**config.mk**
```make
export PLATFORM = sky130hd
export DESIGN_NAME = bin2bcd_stream_flat
export DESIGN_NICKNAME = d
export VERILOG_FILES = /design/src/rtl/bin2bcd_stream_if.sv /design/src/rtl/bin2bcd_stream.sv /design/src/flat_wrapper.sv
export SDC_FILE = /design/constraint.sdc
export NUM_CORES = 1
export LEC_CHECK = 0
export BUFFER_PORTS_ARGS = -buffer_cell sky130_fd_sc_hd__clkbuf_2
export CAP_MARGIN = 20
export CORE_ASPECT_RATIO = 1.5
export CORE_MARGIN = 10
export CORE_UTILIZATION = 55
export CTS_CLUSTER_SIZE = 40
export DETAILED_ROUTE_END_ITERATION = 10
export PLACE_DENSITY = 0.85
export RECOVER_POWER = 100
export SYNTH_ARGS = -nofsm -noshare
export SYNTH_HDL_FRONTEND = slang
export SYNTH_SLANG_ARGS = --single-unit
```
**constraint.sdc**
```tcl
create_clock -name clk -period 7.1 [get_ports clk]
set_clock_uncertainty 0.2 [all_clocks]
set_input_delay 0.355 -clock clk [delete_from_list [all_inputs] [get_ports clk]]
set_output_delay 0.355 -clock clk [all_outputs]
set_load 0.03 [all_outputs]
```
**src/rtl/bin2bcd_stream_if.sv**
```systemverilog
// bin2bcd_stream_if: the handshake and data bundle for bin2bcd_stream.
//   Input side:  in_valid, in_ready, bin_in
//   Output side: out_valid, out_ready, bcd_out, sign_out, overflow
//   Status:      busy
// Modports:
//   slave  - the converter (accepts words, produces results)
//   master - the producer/consumer driving the converter
interface bin2bcd_stream_if #(
    parameter int unsigned BIN_WIDTH = 32,
    parameter int unsigned DIGITS    = 10
);
    logic                      in_valid;
    logic                      in_ready;
    logic [BIN_WIDTH-1:0]      bin_in;
    logic                      out_valid;
    logic                      out_ready;
    logic [DIGITS-1:0][3:0]    bcd_out;
    logic                      sign_out;
    logic                      overflow;
    logic                      busy;

    modport slave (
        input  in_valid,
        input  bin_in,
        input  out_ready,
        output in_ready,
        output out_valid,
        output bcd_out,
        output sign_out,
        output overflow,
        output busy
    );

    modport master (
        output in_valid,
        output bin_in,
        output out_ready,
        input  in_ready,
        input  out_valid,
        input  bcd_out,
        input  sign_out,
        input  overflow,
        input  busy
    );
endinterface

```
**src/rtl/bin2bcd_stream.sv**
```systemverilog
// bin2bcd_stream: sequential double-dabble binary-to-BCD converter with valid/ready
// handshakes on both sides. One shift per clock; BIN_WIDTH shifts per word.
// Ports:
//   clk  - clock, rising edge
//   rst  - asynchronous active-high reset
//   bus  - bin2bcd_stream_if slave modport:
//          in_valid/in_ready/bin_in        word input handshake
//          out_valid/out_ready/bcd_out     result handshake (digit 0 = least significant)
//          sign_out                        1 = negative input (SIGNED_MODE only)
//          overflow                        magnitude >= 10^DIGITS
//          busy                            conversion in progress
module bin2bcd_stream #(
    parameter int unsigned BIN_WIDTH   = 32,
    parameter int unsigned DIGITS      = 10,
    parameter bit          SIGNED_MODE = 1'b0
) (
    input logic              clk,
    input logic              rst,
    bin2bcd_stream_if.slave  bus
);
    localparam int unsigned CntW = $clog2(BIN_WIDTH + 1);
    localparam int unsigned BcdW = DIGITS * 4;

    localparam logic [1:0] StIdle    = 2'd0;
    localparam logic [1:0] StConvert = 2'd1;
    localparam logic [1:0] StDone    = 2'd2;

    logic [1:0]           state_q, state_d;
    logic [BIN_WIDTH-1:0] mag_q, mag_d;
    logic [BcdW-1:0]      acc_q, acc_d;
    logic                 ovf_acc_q, ovf_acc_d;
    logic                 sign_acc_q, sign_acc_d;
    logic [CntW-1:0]      cnt_q, cnt_d;
    logic [BcdW-1:0]      bcd_q, bcd_d;
    logic                 sign_q, sign_d;
    logic                 ovf_q, ovf_d;

    logic                 neg_in;
    logic [BIN_WIDTH-1:0] mag_in;
    logic [BcdW-1:0]      adj;
    logic [3:0]           dig;
    logic [BcdW-1:0]      acc_shift;
    logic [BIN_WIDTH-1:0] mag_shift;
    logic                 carry;

    // Magnitude capture; the most negative value maps onto 2^(BIN_WIDTH-1) naturally.
    always_comb begin
        neg_in = SIGNED_MODE && bus.bin_in[BIN_WIDTH-1];
        mag_in = neg_in ? (~bus.bin_in + {{(BIN_WIDTH-1){1'b0}}, 1'b1}) : bus.bin_in;
    end

    // One double-dabble iteration: add-3 to digits >= 5, then shift {digits, magnitude}.
    always_comb begin
        adj = '0;
        dig = '0;
        for (int i = 0; i < int'(DIGITS); i++) begin
            dig = acc_q[4*i +: 4];
            adj[4*i +: 4] = (dig >= 4'd5) ? (dig + 4'd3) : dig;
        end
        carry     = adj[BcdW-1];
        acc_shift = {adj[BcdW-2:0], mag_q[BIN_WIDTH-1]};
        mag_shift = {mag_q[BIN_WIDTH-2:0], 1'b0};
    end

    always_comb begin
        state_d    = state_q;
        mag_d      = mag_q;
        acc_d      = acc_q;
        ovf_acc_d  = ovf_acc_q;
        sign_acc_d = sign_acc_q;
        cnt_d      = cnt_q;
        bcd_d      = bcd_q;
        sign_d     = sign_q;
        ovf_d      = ovf_q;
        case (state_q)
            StIdle: begin
                if (bus.in_valid) begin
                    mag_d      = mag_in;
                    sign_acc_d = neg_in;
                    acc_d      = '0;
                    ovf_acc_d  = 1'b0;
                    cnt_d      = CntW'(BIN_WIDTH);
                    state_d    = StConvert;
                end
            end
            StConvert: begin
                mag_d     = mag_shift;
                acc_d     = acc_shift;
                // A bit leaving the top digit means the value reached 10^DIGITS; sticky.
                ovf_acc_d = ovf_acc_q | carry;
                cnt_d     = cnt_q - CntW'(1);
                if (cnt_q == CntW'(1)) begin
                    bcd_d   = acc_shift;
                    sign_d  = sign_acc_q;
                    ovf_d   = ovf_acc_q | carry;
                    state_d = StDone;
                end
            end
            StDone: begin
                if (bus.out_ready) begin
                    state_d = StIdle;
                end
            end
            default: state_d = StIdle;
        endcase
    end

    always_ff @(posedge clk or posedge rst) begin
        if (rst) begin
            state_q    <= StIdle;
            mag_q      <= '0;
            acc_q      <= '0;
            ovf_acc_q  <= 1'b0;
            sign_acc_q <= 1'b0;
            cnt_q      <= '0;
            bcd_q      <= '0;
            sign_q     <= 1'b0;
            ovf_q      <= 1'b0;
        end else begin
            state_q    <= state_d;
            mag_q      <= mag_d;
            acc_q      <= acc_d;
            ovf_acc_q  <= ovf_acc_d;
            sign_acc_q <= sign_acc_d;
            cnt_q      <= cnt_d;
            bcd_q      <= bcd_d;
            sign_q     <= sign_d;
            ovf_q      <= ovf_d;
        end
    end

    assign bus.in_ready  = (state_q == StIdle);
    assign bus.busy      = (state_q == StConvert);
    assign bus.out_valid = (state_q == StDone);
    assign bus.bcd_out   = bcd_q;
    assign bus.sign_out  = sign_q;
    assign bus.overflow  = ovf_q;
endmodule
```
**src/flat_wrapper.sv**
```systemverilog
// flat-port wrapper written by rule: the top's interface ports become plain ports
module bin2bcd_stream_flat 
#(
    parameter int unsigned BIN_WIDTH   = 32,
    parameter int unsigned DIGITS      = 10,
    parameter bit          SIGNED_MODE = 1'b0
)
  (clk, rst, bus_in_valid, bus_bin_in, bus_out_ready, bus_in_ready, bus_out_valid, bus_bcd_out, bus_sign_out, bus_overflow, bus_busy);
  bin2bcd_stream_if #(.BIN_WIDTH(BIN_WIDTH), .DIGITS(DIGITS)) bus_i ();
  input logic clk;
  input logic rst;
  input wire logic [$bits(bus_i.in_valid)-1:0] bus_in_valid;
  input wire logic [$bits(bus_i.bin_in)-1:0] bus_bin_in;
  input wire logic [$bits(bus_i.out_ready)-1:0] bus_out_ready;
  output wire logic [$bits(bus_i.in_ready)-1:0] bus_in_ready;
  output wire logic [$bits(bus_i.out_valid)-1:0] bus_out_valid;
  output wire logic [$bits(bus_i.bcd_out)-1:0] bus_bcd_out;
  output wire logic [$bits(bus_i.sign_out)-1:0] bus_sign_out;
  output wire logic [$bits(bus_i.overflow)-1:0] bus_overflow;
  output wire logic [$bits(bus_i.busy)-1:0] bus_busy;
  assign bus_i.in_valid = bus_in_valid;
  assign bus_i.bin_in = bus_bin_in;
  assign bus_i.out_ready = bus_out_ready;
  assign bus_in_ready = bus_i.in_ready;
  assign bus_out_valid = bus_i.out_valid;
  assign bus_bcd_out = bus_i.bcd_out;
  assign bus_sign_out = bus_i.sign_out;
  assign bus_overflow = bus_i.overflow;
  assign bus_busy = bus_i.busy;
  bin2bcd_stream #(.BIN_WIDTH(BIN_WIDTH), .DIGITS(DIGITS), .SIGNED_MODE(SIGNED_MODE)) u_core (.clk(clk), .rst(rst), .bus(bus_i));
endmodule
```
==> run metrics <==
Crit-path slowest cell=nor2_1; Core ar.=between 10,000 and 15,000 um2; Seq/Total Area, Yosys=a little over half; CTS Root Cell=clkbuf_16; Routed Antenna Nets=0; # resized after CTS=0; hold depth=3; type of the worst min-delay path=input pin to flip-flop; HPWL after DPL=~8400 um; unrepaired setup endpoints after global routing=no; Critical R2R Capture=u_core.acc_q[23]; Max clock buf depth=2; crit path kind=flip-flop to flip-flop; die width=about 100 um; YS warnings=0; CTS buffer count=17; Final Hold Fails=0; WHS=between 150 and 200 ps; final period utilization=between 60% and 70%; nets@finish=approximately 740; status=finished, violations left; count of input and output buffers=slightly below 80; die area=14,900 um2; # setup viols final=0; largest net degree at the start of global routing=90; vias in the first global route=~4,700; syn nets=between 600 and 700; R2R cell count=7; Die Y=145 um; fill count=between 700 and 800; first-pass GRT wire length=about 23,000 um; initial antenna violation count=0; clock-pin slew on the worst setup and hold paths=~50 ps; vias per std cell=5.75; crit path max fanout=40; Final min period=4460 ps; family with the most delay on the worst path=buffers and inverters; layout cells sized above 1=between 10% and 20%; CP max stage delay=1490 ps; setup slack after layout=about 2600 ps; power per cell area=519 nW/um2; drt pass-1 iters=4; Max Slew Vio Count=approximately 180; Avg Inst Size Synth=between 9 and 10 um2; Setup TNS Final=0 ps; crit-path cells=nand2b_1, clkbuf_1, inv_2, nor2_1, buf_4, o21ai_0, nand2_1; DRT Wirelength=around 14,000 um; H-tree Lvls=4; drt drc=0; Min-Delay Endpoint=u_core.cnt_q[5]; DR vias=around 4,700; #FFs+latches synth=approximately 120; clk_lat worst skew=about 420 ps; CTS tree=done; clk sink count=approximately 120; area growth from synthesis to layout=24.3%; total grt overflow=0; Ports=81; Syn Std Cell Area=~5700 um2; Rows=45; FF-to-FF Start=u_core.state_q[1]; Diodes inserted=0; Setup WS pre-CTS=between 4000 and 5000 ps; startpoint of the worst hold path=bus_in_valid; type of origin of the critical path=flip-flop; Max-Cap Viols=4; worst path required time=~7300 ps; VDD IR max=0.282 mV; number of DRC markers in iteration 0=387; actual transition at the worst max-transition pin=2090 ps; Crit path arrival time=about 4600 ps; register-to-register setup slack=roughly 2600 ps; routed len/inst=roughly 17 um; Design Power=around 3.7 mW; crit end category=flip-flop; worst rel slew slack=-39.7%; Initial Utilization=between 50% and 60%; Distinct cells, synth=31; P_leak=roughly 3.3 nW; All-Layer GR Usage=between 10% and 20%; cells after synthesis=between 500 and 600; fmax=approximately 220 MHz; violated checks=capacitance limit, slew limit; buffers plus inverters on the worst setup path=3; gpl congestion=0.801
-- registers in the layout (all words and copies together) (netlist names) --
| signal | cells |
|---|---|
| u_core.acc_q | 40 |
| u_core.bus.bcd_out | 40 |
| u_core.bus.overflow | 1 |
| u_core.cnt_q | 6 |
| u_core.mag_q | 32 |
| u_core.ovf_acc_q | 1 |
| u_core.state_q | 2 |
-- cell type report --
class                           instances  area, um2  area share, %
Tap cell                              117        146           2.07
Clock buffer                           24        502           7.08
Inverter                               25       95.1           1.34
Clock inverter                          7        160           2.26
Timing Repair Buffer                  119        738           10.4
Sequential cell                       122       3050           43.1
Multi-Input combinational cell        399       2390           33.7
-- cell families (layout without fill, tap and decap cells) --
logic type	after synthesis	in the layout	synth area share (%)
AO/OA/AOI/OAI	153	153	15.7
XOR/XNOR	11	11	1.69
adder cells (fa/ha/maj)	22	22	4.83
buffers and inverters	54	175	3.89
flip-flops	122	122	53.6
multiplexers	21	21	4.81
other	1	1	0.0658
AND/OR/NAND/NOR	191	191	15.5
-- metrics by stage --
stage / cell area, um2 / cells / utilization, %
floorplan: 5700 / 575 / -
global placement: 6170 / 747 / 60.9
detailed placement: 6170 / 747 / 60.9
CTS: 7170 / 812 / 70.7
global route: 7080 / 813 / 69.9
finish: 7080 / 813 / 69.9
-- where the power goes --
part / leakage (nW) / internal, mW / switching, mW / total (mW)
Combinational: 1.43 / 0.537 / 0.914 / 1.45
Sequential: 1.55 / 1.01 / 0.255 / 1.26
Clock: 0.326 / 0.666 / 0.300 / 0.966
-- timing repair --
item,CTS,global route
setup buffers,0,0
endpoints found under the hold margin,66,0
hold buffers,34,0
-- worst max path at each step --
| stage | start | end | slack, ps | depth (start not counted) |
|---|---|---|---|---|
| 4_1_cts | u_core.state_q[1] | bus_busy | 4280 | 5 |
| 6_report | u_core.state_q[1] | u_core.acc_q[23] | 2640 | 7 |
| 3_3_place_gp | u_core.state_q[1] | u_core.acc_q[23] | 4590 | 7 |
| 3_5_place_dp | u_core.state_q[1] | u_core.acc_q[19] | 4520 | 7 |
| 2_1_floorplan | rst | u_core.acc_q[0] | 3300 | 1 |
| 5_1_grt | u_core.state_q[1] | u_core.acc_q[19] | 2190 | 7 |
-- synthesized netlist by cell type --
cell | instances | share of area, %
nand2_1 | 128 | 8.4
dfrtp_1 | 122 | 54
o21ai_0 | 73 | 6.4
a21oi_1 | 32 | 2.8
a22oi_1 | 31 | 4.1
inv_1 | 25 | 1.6
clkbuf_1 | 23 | 1.5
ha_1 | 22 | 4.8
nor3b_1 | 20 | 2.6
nand2b_1 | 12 | 1.3
nand3_1 | 12 | 1.1
mux2_2 | 11 | 2.2
xnor2_1 | 11 | 1.7
a22o_1 | 10 | 1.5
mux2_4 | 10 | 2.6
nor3_1 | 10 | 0.88
nor2_1 | 4 | 0.26
buf_1 | 3 | 0.20
o21ai_1 | 3 | 0.26
buf_6 | 2 | 0.40
a21o_1 | 1 | 0.13
buf_4 | 1 | 0.13
conb_1 | 1 | 0.066
nor3b_2 | 1 | 0.22
nor4_1 | 1 | 0.11
o311ai_0 | 1 | 0.15
o31ai_1 | 1 | 0.13
o41ai_1 | 1 | 0.15
or3_4 | 1 | 0.20
or4_1 | 1 | 0.13
or4b_4 | 1 | 0.24
-- cell usage in the layout, fill, tap and decap left out, types with 2 or more instances in the layout --
cell           Yosys  routed
dlygate4sd3_1      0      34
inv_1             25      23
clkinv_2           0       2
clkbuf_16          0      17
nand3_1           12      12
dfrtp_1          122     122
xnor2_1           11      11
clkbuf_2           0      35
bufinv_16          0       5
buf_4              1       3
nand2_1          128     128
nor2_1             4       4
mux2_1             0      10
a22o_1            10      10
nor3b_1           20      20
mux2_2            11      11
clkbuf_1          23      48
clkbuf_8           0       5
ha_1              22      22
a21oi_1           32      32
o21ai_0           73      76
a22oi_1           31      31
nand2b_1          12      12
nor3_1            10      10
-- routing by layer --
layer,track usage [%],part of all wire (%),vias to the layer above
li1,-,-,2198
met1,22.1,38,2272
met2,33.2,53,178
met3,7.02,6.8,30
met4,8.52,2.5,0
met5,0,0,-
-- tightest hold or removal path, cell delays in order --
cell and delay [ps]:
clkbuf_2 110, nand2_1 170, nand2_1 100
Note: power is estimated with default switching activity, not from simulation.
